[src/rtl/phy_rx_deserializer_pkg.sv]
// rtl/phy_rx_deserializer_pkg.sv - shared constants and FSM state type for the PHY receive deserializer
package phy_rx_deserializer_pkg;

  // Alignment/idle symbol sent by the transmit path on idle lanes
  localparam logic [7:0] COM_SYMBOL_DEF = 8'hBC;

  // Consecutive aligned COMs required before declaring lock
  localparam int COM_LOCK_DEF = 4;

  // Receive alignment states; encoding 2'd3 is unused and decodes to SEARCH
  typedef enum logic [1:0] {
    SEARCH = 2'd0,
    ALIGN  = 2'd1,
    ACTIVE = 2'd2
  } rx_state_t;

  // True when a recovered byte is the alignment/idle symbol
  function automatic logic is_com(input logic [7:0] b, input logic [7:0] com);
    return b == com;
  endfunction

endpackage

[src/rtl/phy_sat_counter.sv]
// rtl/phy_sat_counter.sv - saturating up-counter with synchronous active-high reset
module phy_sat_counter #(
  parameter int WIDTH = 16
) (
  input  logic             clk,
  input  logic             reset,
  input  logic             inc,
  output logic [WIDTH-1:0] count
);

  localparam logic [WIDTH-1:0] ONE = {{(WIDTH-1){1'b0}}, 1'b1};
  localparam logic [WIDTH-1:0] MAX = {WIDTH{1'b1}};

  // Count increments, sticking at all-ones instead of wrapping
  always_ff @(posedge clk) begin
    if (reset) begin
      count <= '0;
    end else if (inc && (count != MAX)) begin
      count <= count + ONE;
    end
  end

endmodule

[src/rtl/phy_rx_deserializer.sv]
// rtl/phy_rx_deserializer.sv - serial-to-byte receive deserializer with COM alignment; PHY_RX_BYTE_CNT_EN adds a valid-byte counter
module phy_rx_deserializer
  import phy_rx_deserializer_pkg::*;
#(
  parameter logic [7:0] COM_SYMBOL = COM_SYMBOL_DEF,
  parameter int         COM_LOCK   = COM_LOCK_DEF
) (
  input  logic        clk,
  input  logic        reset,
  input  logic        data_in,
  output logic [7:0]  data_out,
  output logic        valid_out,
  output logic        byte_stb,
  output logic        active
`ifdef PHY_RX_BYTE_CNT_EN
  ,
  output logic [15:0] byte_count
`endif
);

  localparam logic [3:0] LOCK_N = COM_LOCK[3:0];

  rx_state_t  state, state_nxt;
  // Previous seven bits; the eighth bit of the current byte is data_in itself
  logic [6:0] sr;
  logic [2:0] bit_cnt, bit_cnt_nxt;
  logic [3:0] com_cnt, com_cnt_nxt;
  logic [7:0] data_nxt;
  logic       valid_nxt;
  logic       stb_nxt;
  logic       active_nxt;
  logic [7:0] byte_nxt;

  assign byte_nxt = {sr, data_in};

  // State, shift register, bit/COM counters and output registers
  always_ff @(posedge clk) begin
    if (reset) begin
      state     <= SEARCH;
      sr        <= '0;
      bit_cnt   <= '0;
      com_cnt   <= '0;
      data_out  <= 8'h00;
      valid_out <= 1'b0;
      byte_stb  <= 1'b0;
      active    <= 1'b0;
    end else begin
      state     <= state_nxt;
      sr        <= byte_nxt[6:0];
      bit_cnt   <= bit_cnt_nxt;
      com_cnt   <= com_cnt_nxt;
      data_out  <= data_nxt;
      valid_out <= valid_nxt;
      byte_stb  <= stb_nxt;
      active    <= active_nxt;
    end
  end

  // Alignment hunt, lock qualification and byte emission
  always_comb begin
    state_nxt   = state;
    bit_cnt_nxt = bit_cnt;
    com_cnt_nxt = com_cnt;
    data_nxt    = data_out;
    valid_nxt   = valid_out;
    stb_nxt     = 1'b0;
    active_nxt  = active;
    case (state)
      SEARCH: begin
        // Bit-by-bit hunt: any COM found at an arbitrary offset sets the byte phase
        if (is_com(byte_nxt, COM_SYMBOL)) begin
          bit_cnt_nxt = 3'd0;
          com_cnt_nxt = 4'd1;
          if (LOCK_N == 4'd1) begin
            state_nxt  = ACTIVE;
            active_nxt = 1'b1;
          end else begin
            state_nxt = ALIGN;
          end
        end
      end
      ALIGN: begin
        bit_cnt_nxt = bit_cnt + 3'd1;
        if (bit_cnt == 3'd7) begin
          if (is_com(byte_nxt, COM_SYMBOL)) begin
            com_cnt_nxt = com_cnt + 4'd1;
            if (com_cnt + 4'd1 == LOCK_N) begin
              state_nxt  = ACTIVE;
              active_nxt = 1'b1;
            end
          end else begin
            // Broken COM train: drop phase and hunt again from the next bit
            com_cnt_nxt = 4'd0;
            bit_cnt_nxt = 3'd0;
            state_nxt   = SEARCH;
          end
        end
      end
      ACTIVE: begin
        // Lock is sticky; only reset leaves this state
        active_nxt  = 1'b1;
        bit_cnt_nxt = bit_cnt + 3'd1;
        if (bit_cnt == 3'd7) begin
          data_nxt  = byte_nxt;
          valid_nxt = !is_com(byte_nxt, COM_SYMBOL);
          stb_nxt   = 1'b1;
        end
      end
      default: begin
        state_nxt   = SEARCH;
        bit_cnt_nxt = 3'd0;
        com_cnt_nxt = 4'd0;
        active_nxt  = 1'b0;
      end
    endcase
  end

`ifdef PHY_RX_BYTE_CNT_EN
  // Count advances on the same edge as the strobe of a valid byte
  phy_sat_counter #(
    .WIDTH (16)
  ) u_byte_cnt (
    .clk   (clk),
    .reset (reset),
    .inc   (stb_nxt && valid_nxt),
    .count (byte_count)
  );
`endif

endmodule

[config.mk]
export PLATFORM = sky130hd
export DESIGN_NAME = phy_rx_deserializer
export DESIGN_NICKNAME = d
export VERILOG_FILES = /design/src/rtl/phy_rx_deserializer_pkg.sv /design/src/rtl/phy_sat_counter.sv /design/src/rtl/phy_rx_deserializer.sv
export SDC_FILE = /design/constraint.sdc
export NUM_CORES = 1
export LEC_CHECK = 0
export CAP_MARGIN = 30
export CORE_MARGIN = 4
export CORE_UTILIZATION = 37
export CTS_BUF_LIST = sky130_fd_sc_hd__clkbuf_8
export CTS_CLUSTER_DIAMETER = 30
export CTS_CLUSTER_SIZE = 30
export DETAILED_ROUTE_END_ITERATION = 6
export PLACE_DENSITY = 0.66
export SYNTH_ARGS = -nofsm -noshare
export SYNTH_HDL_FRONTEND = slang
export SYNTH_SLANG_ARGS = --single-unit
[constraint.sdc]
create_clock -name clk -period 1.8 [get_ports clk]
set_clock_uncertainty 0.2 [all_clocks]
set_input_delay 0.54 -clock clk [delete_from_list [all_inputs] [get_ports clk]]
set_output_delay 0.54 -clock clk [all_outputs]
set_load 0.02 [all_outputs]
Word-level counts from Yosys, hierarchy flattened
Cells that the tools add are included.

Bits in registers: 27. Input port bits: 3. Output and inout port bits: 11. Word-level logic and storage cells: 47.

$add $sub $neg: 2. Equality and inequality tests: 10. Mux-type cells: 18. Bitwise logic cells: 2. Reductions and logical operators: 7.

Operator list (number): 2-to-1 mux 4 bit (3); case mux 4 bit (3 select lines) (1); 2-to-1 mux 3 bit (3); case mux 3 bit (3 select lines) (1); == test 8 bit, second input constant (1); 2-to-1 mux 2 bit (4); inequality test 2 bit, second input constant (4); AND reduction 4 bit (2); case mux 2 bit (3 select lines) (1); adder 4 x 1 -> 4 bit, second input constant (1); == test 4 x 3 -> 1 bit, second input constant (1); 2-to-1 mux 1 bit (4); adder 3 x 1 -> 3 bit, second input constant (1); == test 3 bit, second input constant (1); inequality test 3 bit, second input constant (1); case mux 1 bit (3 select lines) (1); AND reduction 3 bit (1); == test 2 x 1 -> 1 bit, second input constant (1); == test 2 bit, second input constant (1); logical NOT 2 bit (1); NOT 1 bit (2); AND reduction 2 bit (1); OR reduction 2 bit (1); logical NOT 1 bit (1).

Depth between registers and ports, before layout
Depth in word-level cells: 6. Depth in mapped cells: 6. Depth with buffers taken out: 6.

Worst setup path after synthesis
OpenSTA, ideal clock, no wires.

Kind: input -> register. Start: input data_in. End: register state[1]. Library setup time: 0.086 ns. Data arrival time: 1.544 ns. Data required time: 1.514 ns. Path slack: -0.030 ns. Stages: 4. Buffers on the path: 0. Path through: nor4b_4 a21oi_2 or3_1 a221oi_2.

Cells in the longest elaborated chain, start to end: 4. Elaborated cells on any way between the ends: 7. Classes of those cells: eq/ne: 3; mux: 3; reduce/logical: 1.

RTL lines: start, declared (RTL line phy_rx_deserializer.sv:10) `input logic data_in,`; == test 8 bit * (RTL line phy_rx_deserializer_pkg.sv:19) `return b == com;`; 2-to-1 mux 2 bit (RTL line phy_rx_deserializer.sv:85) `if (is_com(byte_nxt, COM_SYMBOL)) begin`; 2-to-1 mux 2 bit (RTL line phy_rx_deserializer.sv:84) `if (bit_cnt == 3'd7) begin`; case mux 2 bit (3 select lines) (RTL line phy_rx_deserializer.sv:68) `case (state)`; end signal, assigned (RTL line phy_rx_deserializer.sv:48) `state <= state_nxt;`; end, declared (RTL line phy_rx_deserializer.sv:23) `rx_state_t state, state_nxt;`.

Every way passes the cells marked *; elsewhere a longest branch is shown, timed or not. The select of a mux whose other input is x is not followed. A chain may end at the register's enable or synchronous reset.

Worst setup path in the final report
Start: input data_in. End: register state[0].

Same word-level chain as after synthesis.

==> metrics.csv <==
stage,metric,value,unit
synth,synth_simple_gate_area_share,27.4,%
die,coreArea,3150,um^2
synth,synth_top_area_cell,dfxtp_1,
cts,cts_hold_buffers,0,
timing,drv_slew,0,
routing,num_vias,1010,
final_layout,nets,172,
die,std_cell_rows,20,
pwr,power_density,626,nW/um^2
routing,drc,0,
global_route,use_met1,15.1,%
final_layout,fin_cells,205,
placement,place_inst,195,
synth,yosysWarnings,0,
global_route,antenna_found_initial,0,
global_route,use_met3,1.53,%
synth,synth_xor_area_share,0,%
die,start_util,39.7,%
placement,dpl.hpwl,1.92,mm
placement,io_buffers,13,
cts,cts_sinks,27,
timing,holdWs,254,ps
worst_hold_path,hold_path_class,reg2reg,
routing,wirelength,2.66,mm
global_route,grt_usage,12.4,%
timing,max_freq,546,MHz
timing,rsz0062_at_grt,true,
synth,synth_cell_types,35,
global_route,grt_pass1_wl,4.29,mm
cts,cts_buffer_depth,2,
synth,yosysTopAreaCellShare,43.2,%
pwr,p_leak,0.683,nW
setup_path,endpoint_kind,register,
timing,worst_slew_pin_slew,399,ps
routing,dr.pass1.iters,4,
pwr,p_clk_share,31.6,%
final_layout,antenna_cells,0,
pwr,seqPwrFrac,55.7,%
setup_path,required,1750,ps
setup_path,path_max_fanout,5,
final_layout,final_common_cell,dfxtp_1,
cts,insertion_delay,270,ps
pwr,p_comb_share,12.7,%
synth,syn-instance-count,132,
routing,antenna_left,0,
pwr,switchingPower,0.000268,W
setup_path,start_kind,input pin,
run_status,violations,negative setup slack,
global_route,overflow,0,
cts,ctsHtreeMaxLevel,1,
pwr,power.internal,0.000820,W
synth,synth_compound_area_share,16.3,%
timing,fin_ws,-31.8,ps
synth,muxShareOfSynthArea,2.40,%
synth,synth_area,1250,um^2
setup_path,path_class,in2reg,
routing,drt_iter0_markers,21,
setup_path,critical_path_arrival,1780,ps
final_layout,utilization,55.1,%
run,maxCapViolations,0,
die,die-width,66.2,um
synth,synthTopCellsByArea,"dfxtp_1 43%, ha_1 7.0%, nand2_1 5.4%",
synth,seq_area_frac_synth,43.2,%
global_route,grt_max_degree,33,
synth,synth_top_family_by_area,simple AND/OR/NAND/NOR gates,
timing,final-hold-violation-count,0,
timing,fin_crit,1830,ps
cts,ctsRootBufferMaster,clkbuf_8,
routing,wl_per_cell,13.0,um
final_layout,syn2layout_area_growth,38.9,%
synth,postSynthAreaPerCell,9.48,um^2
die,die_h,66.2,um
timing,final-setup-viol-count,3,
global_route,grt.busiest_layer,met2,
cts,clkTransAtPathRegs,90,ps
timing,max_slew_margin,73.3,%
synth,syn-num-nets,142,
global_route,grt_pass1_vias,978,
routing,viasPerCell,4.93,
placement,gp_congestion,0.843,
synth,synth_fa_ha_area_share,7.00,%
timing,fin_tns_setup,-56.8,ps
die,dieArea,4380,um^2
final_layout,final_layout_size_suffix_gt1_share,29.8,%
global_route,met2_usage,22.2,%
die,ios,14,
pwr,ir_drop,0.000382,V
cts,cts_buffers,3,
pwr,p_sw_share,24.6,%
synth,synth-seq-cells,27,
cts,cts_tree,yes,
final_layout,final_cell_mix,"20 x dfxtp_1, 18 x nand2_1, 13 x a21oi_1, 13 x buf_4, 11 x dlygate4sd2_1",
timing,fin_crit_sh,102,%
run_status,outcome,finished with violations,
-- worst paths after layout --
kind	start	to	slack [ps]	cells past startpoint
setup / recovery	data_in	state[0]$_SDFFE_PP0P_	-30	6
hold / removal	data_out[3]$_SDFFE_PP0P_	data_out[3]$_SDFFE_PP0P_	250	2
setup reg to reg	sr[5]$_SDFF_PP0_	state[0]$_SDFFE_PP0P_	-30	5
hold reg to reg	data_out[3]$_SDFFE_PP0P_	data_out[3]$_SDFFE_PP0P_	250	2
-- what timing repair did --
item	in CTS	in global routing
setup endpoints to repair	22	9
pin swaps	7	10
resized for setup	30	16
buffers inserted	4	2
-- power groups by stage --
stage,clock [W],sequential [W],combinational [W]
finish,0.000344,0.000606,0.000138
global route,0.000383,0.000607,0.000148
CTS,0.000357,0.000607,0.000131
detailed placement,0,0.000624,0.000119
global placement,0,0.000624,0.000116
floorplan,0,0.000623,0.0000724
-- synth_stat cells --
| cell | n |
|---|---|
| dfxtp_1 | 27 |
| nand2_1 | 18 |
| a21oi_1 | 13 |
| nor2b_1 | 9 |
| ha_1 | 7 |
| inv_1 | 7 |
| nand4_1 | 5 |
| clkbuf_1 | 4 |
| nand2b_1 | 4 |
| nand3b_1 | 4 |
| mux2i_1 | 3 |
| nor2_1 | 3 |
| o41ai_1 | 3 |
| a211oi_1 | 2 |
| nor4b_1 | 2 |
| o31ai_1 | 2 |
| a21bo_2 | 1 |
| a21o_1 | 1 |
| a21oi_2 | 1 |
| a221oi_2 | 1 |
| a2bb2oi_2 | 1 |
| a311oi_1 | 1 |
| a31oi_1 | 1 |
| and2_1 | 1 |
| and3_1 | 1 |
| and3b_1 | 1 |
| and4_1 | 1 |
| buf_2 | 1 |
| nor2_8 | 1 |
| nor4b_4 | 1 |
| nor4bb_1 | 1 |
| o21ai_0 | 1 |
| o22ai_1 | 1 |
| or3_1 | 1 |
| or4b_4 | 1 |
-- metal layers --
layer	wire length (um)	up-vias
li1	-	526
met1	1290	472
met2	1300	8
met3	40	4
met4	31	0
met5	0	-
-- state kept, by name, summed over array words and instances, names as in the netlist --
signal	cells
bit_cnt	3
data_out	8
state	2
sr	7
valid_out	1
active	1
com_cnt	4
byte_stb	1
-- final cells by class --
type,instances,area [um^2]
Clock inverter,1,7.51
Sequential cell,27,557
Clock buffer,3,41.3
Timing Repair Buffer,30,263
Multi-Input combinational cell,93,788
Inverter,7,26.3
Fill cell,293,1420
Tap cell,44,55.1
-- stage by stage --
step,power [W],worst slack (ps),area (um^2)
2_1_floorplan,0.000695,-8.01,1260
4_1_cts,0.00110,-28.7,1640
5_1_grt,0.00114,-80.7,1740
6_report,0.00109,-31.8,1740
3_5_place_dp,0.000743,-633,1520
3_3_place_gp,0.000740,-551,1520
-- worst max-delay path, stage by stage --
cell,delay [ps]
buf_2,120
or4b_4,580
nor2_8,170
buf_6,130
a311oi_2,100
mux2i_1,140
-- kinds of logic (layout without fill, tap and decap cells) --
family          Yosys count  in the layout
simple gates             54             54
compound gates           29             29
flops                    27             27
buf+inv                  12             41
fa+ha+maj                 7              7
mux                       3              3
Power figures use the tool's default switching activity.
==> RTL edit 1 (same settings) <==
`data_out` no longer has a reset.
--- a/src/rtl/phy_rx_deserializer.sv
+++ b/src/rtl/phy_rx_deserializer.sv
@@ -41,5 +41,4 @@
       bit_cnt   <= '0;
       com_cnt   <= '0;
-      data_out  <= 8'h00;
       valid_out <= 1'b0;
       byte_stb  <= 1'b0;
@@ -50,9 +49,12 @@
       bit_cnt   <= bit_cnt_nxt;
       com_cnt   <= com_cnt_nxt;
-      data_out  <= data_nxt;
       valid_out <= valid_nxt;
       byte_stb  <= stb_nxt;
       active    <= active_nxt;
     end
+  end
+
+  always_ff @(posedge clk) begin
+    data_out <= data_nxt;
   end
 
Behaviour: same outputs for any inputs over 10 cycles, from zero or initial values and one cycle with reset high; that may be too few to reach the edited logic, so the function may still have changed.
==> RTL edit 1 against the unedited design <==
The run still ends with negative setup slack left; sequential cell count stayed put; die area fell by 5.9%; area after synthesis is 6.7% lower; critical path type unchanged; register-to-register slack worse by 0.15 ns; total power rose by 4.7%; worst setup slack got worse by 0.18 ns; clock power up 6.4%; cell count shrank 9.3%; cell area shrank 5.8%; routed wire length fell by 14%.
==> RTL edit 1: results (changes against the unedited design) <==
RESULT_OF_THE_RUN='complete, but fails checks'
FAILING_CHECKS='negative setup slack'
SETUP_TNS_NS=-0.4652  # -0.4084 ns
INITIALDRTVIOLATIONCOUNT=30  # +43%
NNETSFINAL=153  # -11%
FIRST_PASS_ITERS=2  # -2
HPWL_MM=1.675  # -13%
HOLD_VIOL_FINAL=0  # unchanged
LARGEST_NET_DEGREE_AT_THE_START_OF_GLOBAL_ROUTING=25  # -24%
GPL.FINAL_WEIGHTED_CONGESTION=0.8289  # -1.6%
NUMBER_OF_GLOBAL_ROUTE_VIAS_BEFORE_REPAIR=905  # -7.5%
TIMING.FINAL.WS_SETUP_NS=-0.2162  # -0.1844 ns
CTSLONGESTPATHBUFFERS=2  # unchanged
DETAILEDPLACE.WORSTSLACK_NS=-0.8052  # -0.1725 ns
SYNTH_SEQ_AREA_SHARE_PCT=53.16  # +10 points
DETAIL_ROUTE.WL_PER_CELL_UM=12.33  # -5.0%
CRIT_FANOUT=3  # -2
WORSTMARGINPINSLEW_NS=0.2650  # -0.1344 ns
GROUTE.USAGE.OVERALL_PCT=12.48  # +0.048 points
SYNTH_TOP_CELLS_BY_AREA='dfxtp_1, edfxtp_1, ha_1'
LEAKAGE_nW=0.6207  # -9.1%
SYN-NUM-NETS=116  # -18%
FINAL_SETUP_VIOLATING_ENDPOINTS=6  # +3
MIN-DELAY-PATH-CLASS='reg2reg'
CRITICAL_PATH_ARRIVAL_NS=2.04  # +0.26 ns
TOTAL_NUMBER_OF_H_TREE_LEVELS=1  # unchanged
VIAS_PER_CELL=4.780  # -3.0%
POST_ROUTE_CELLS_DRIVE_ABOVE_1_SHARE_PCT=31.69  # +1.9 points
NETLIST_TOP_CELLS_COUNT='dfxtp_1, nor2b_1, edfxtp_1, ha_1'
SYNTH-EDFF-COUNT=8  # +8
FIRST_PASS_GRT_WIRE_LENGTH_MM=4.091  # -4.7%
VDD_IR_DROP_MAX_V=0.0003288  # -14%
SYNTH.LIB_CELLS_USED.DISTINCT=34  # -2.9%
-- RTL edit 1: metal layers --
layer	up-vias	track usage, %	part of all wire [%]
met3	4	2.460	3.4
met1	419	15.42	47
met5	-	0	0
met2	13	20.90	48
met4	0	5.541	1.8
li1	453	-	-
-- RTL edit 1: worst max-delay path: stages --
cell and delay, ns:
buf_6 0.09, or4b_4 0.57, or4_4 0.53, o22ai_2 0.12, mux2i_1 0.19
-- RTL edit 1: per-stage QoR --
step / std cells / instance area (um2) / hold WS [ns]
final: 186 / 1638 / 0.2758
after global routing: 186 / 1638 / 0.3068
after CTS: 187 / 1610 / 0.2899
after detailed placement: 182 / 1528 / 0.2436
after global placement: 182 / 1528 / 0.2287
after floorplan: 106 / 1180 / 0.2143
-- RTL edit 1: cell type report --
| class | instances | area, um2 |
|---|---|---|
| multi-input cells | 72 | 598.1 |
| repair buffers | 34 | 295.3 |
| well taps | 44 | 55.05 |
| clock buffers | 3 | 41.29 |
| inverters | 5 | 18.77 |
| fillers | 261 | 1390 |
| clock inverters | 1 | 8.758 |
| flip-flops and latches | 27 | 620.6 |
-- RTL edit 1: where the power goes --
part	total [mW]	switching [mW]	leakage [nW]	internal, mW
combinational	0.138	0.0657	0.374	0.0724
sequential	0.635	0.00515	0.220	0.630
clock	0.366	0.203	0.0261	0.163
total	1.14	0.274	0.621	0.865
-- RTL edit 1: cell families after synthesis --
kind of cell | synth area share, %
buffers and inverters | 2.251
AOI/OAI and AO/OA | 13.29
adders and majority gates | 7.502
and+or+nand+nor | 22.08
DFF | 53.16
muxes | 1.715
-- RTL edit 1: timing repair --
action	in CTS	in global routing
endpoints found under the hold margin	0	0
pin swaps	8	6
endpoints found under the setup margin	22	11
resized for setup	25	10
buffers inserted	1	0
gates cloned	0	0
-- RTL edit 1: path summary, 6_finish.rpt --
| path | slack (ns) | startpoint | cells after the start | end |
|---|---|---|---|---|
| min | 0.28 | sr[6] | 0 | data_out[7] |
| max | -0.22 | data_in | 5 | active |
| min reg2reg | 0.28 | sr[6] | 0 | data_out[7] |
| max reg2reg | -0.18 | sr[5] | 4 | active |
==> RTL edit 2 (same settings) <==
Made on the original files. The option `PHY_RX_BYTE_CNT_EN` is turned on by a define.
--- a/src/rtl/phy_rx_deserializer.sv
+++ b/src/rtl/phy_rx_deserializer.sv
@@ -1,3 +1,5 @@
 // rtl/phy_rx_deserializer.sv - serial-to-byte receive deserializer with COM alignment; PHY_RX_BYTE_CNT_EN adds a valid-byte counter
+`define PHY_RX_BYTE_CNT_EN
+
 module phy_rx_deserializer
   import phy_rx_deserializer_pkg::*;
Behaviour (old outputs only; new: byte_count): unchanged (equiv_simple and equiv_induct, registers matched by name and starting in step).
==> RTL edit 2 against the unedited design <==
The run still ends with negative setup slack left; critical path depth shrank 1; area after synthesis grew 56%; total power grew 60%; worst setup slack lost 0.18 ns; cell area grew 82%; routed wire length grew 93%; sequential cell count grew 16; sequential share of layout area shrank 3.3 points; critical path type is now reg2reg; critical endpoint is now com_cnt[2]; largest cell class unchanged.
==> RTL edit 2: results (changes against the unedited design) <==
LEAKAGE_nW=1.280  # +87%
R2R_SETUP_SLACK_NS=-0.21  # -0.18 ns
HOLD_PATH_END='data_out[1]'
INITIALDRTVIOLATIONCOUNT=77  # +270%
NUMCTSBUFFERS=5  # +2
NUMBER_OF_GLOBAL_ROUTE_VIAS_BEFORE_REPAIR=1801  # +84%
PLACED_CELLS_INCL_TAPS=365  # +87%
SYNTH_SEQ_AREA_SHARE_PCT=44.10  # +0.90 points
CRITICAL_PATH_ARRIVAL_NS=2.04  # +0.26 ns
CRITICAL_PATH.STARTPOINT_TYPE='flop'
TOTAL_NUMBER_OF_H_TREE_LEVELS=2  # +1
BUFFER_PORTS.INSERTED=29  # +16
TOP_REGS='u_byte_cnt.count (16), data_out (8), sr (7)'
WHS_NS=0.2533  # -0.0008410 ns
CRIT_FANOUT=2  # -3
VDD_IR_DROP_MAX_V=0.0002939  # -23%
PER_INSTANCE_AVERAGE_AREA_AFTER_SYNTHESIS_UM2=8.792  # -7.2%
GPL.FINAL_WEIGHTED_CONGESTION=0.8349  # -0.94%
CTSLONGESTPATHBUFFERS=2  # unchanged
FINAL_SETUP_VIOLATING_ENDPOINTS=23  # +20
FINAL_CELLS=382  # +86%
FAILING_CHECKS='negative setup slack'
FIRST_PASS_GRT_WIRE_LENGTH_MM=8.355  # +95%
ROUTED_WIRELENGTH_MM=5.134  # +93%
WORST_SLEW_MARGIN_REL_PCT=77.68  # +4.4 points
SYNTH.LIB_CELLS_USED.DISTINCT=41  # +17%
SYN-NUM-NETS=233  # +64%
LARGEST_NET_DEGREE_AT_THE_START_OF_GLOBAL_ROUTING=23  # -30%
FILLER_CELL_COUNT=444  # +52%
R2R_END='com_cnt[2]'
TIMING.FINAL.WS_SETUP_NS=-0.2085  # -0.1767 ns
WORST_HOLD_STARTPOINT='data_out[1]'
NNETSFINAL=322  # +87%
WORST_SKEW_PAIR.LATE_LATENCY_NS=0.30  # +0.03 ns
NUM_VIAS=1911  # +89%
HPWL_MM=3.398  # +77%
RESULT_OF_THE_RUN='complete, but fails checks'
==> RTL edit 2: how the worst max path moves through the flow <==
| stage | to | slack (ns) | depth (start not counted) |
|---|---|---|---|
| after CTS | com_cnt[2] | -0.24 | 6 |
| after global placement | com_cnt[2] | -0.80 | 6 |
| after detailed placement | com_cnt[2] | -0.81 | 6 |
| after global routing | com_cnt[2] | -0.26 | 5 |
| final | com_cnt[2] | -0.21 | 5 |
| after floorplan | com_cnt[2] | -0.34 | 5 |
==> RTL edit 2: power by group <==
group | switching (mW) | total (mW) | internal (mW)
Combinational | 0.0234 | 0.0474 | 0.0240
Sequential | 0.00262 | 0.943 | 0.940
Clock | 0.337 | 0.750 | 0.413
==> RTL edit 2: repair_timing <==
item,in CTS,in global routing
gates resized for setup,87,26
pin swaps,31,22
endpoints found under the hold margin,0,0
setup buffers,7,3
endpoints found under the setup margin,54,39
==> RTL edit 2: area by class of cell <==
type / count / share of cell area (%)
well taps: 70 / 2.776
clock buffers: 5 / 2.181
repair buffers: 90 / 24.07
clock inverters: 3 / 1.388
flip-flops and latches: 43 / 28.71
inverters: 8 / 0.9516
multi-input cells: 163 / 39.93
==> RTL edit 2: cell families (layout without fill, tap and decap cells) <==
group,count (synthesis),in the layout,synth area share [%]
compound gates,46,46,15.39
xor+xnor,11,11,4.936
fa+ha+maj,8,8,5.128
buf+inv,16,106,3.077
flops,43,43,44.10
mux,3,3,1.539
simple gates,95,95,25.83
==> RTL edit 2: metal layers <==
metal,vias up,global-route usage [%],wire length [um]
met3,5,4.484,182
met1,913,19.90,2232
met5,-,0,0
met4,0,4.054,51
met2,26,28.89,2669
li1,967,-,-
==> RTL edit 2: worst reg2reg max path, stage by stage, from the launching register on <==
cell     delay (ns)
dfxtp_2        0.33
or4b_4         0.57
o21ai_4        0.19
nand2_2        0.07
or4_1          0.46
a21oi_1        0.12
==> RTL edit 2: stage by stage <==
stage          power, mW  TNS (ns)  setup WS [ns]  instance area, um2
2_1_floorplan     0.9833    -2.786        -0.3431                2088
3_3_place_gp       1.012    -18.31        -0.7966                2841
3_5_place_dp       1.012    -18.50        -0.8110                2841
4_1_cts            1.762    -2.361        -0.2353                3128
5_1_grt            1.806    -4.210        -0.2565                3156
6_report           1.740    -2.594        -0.2085                3156
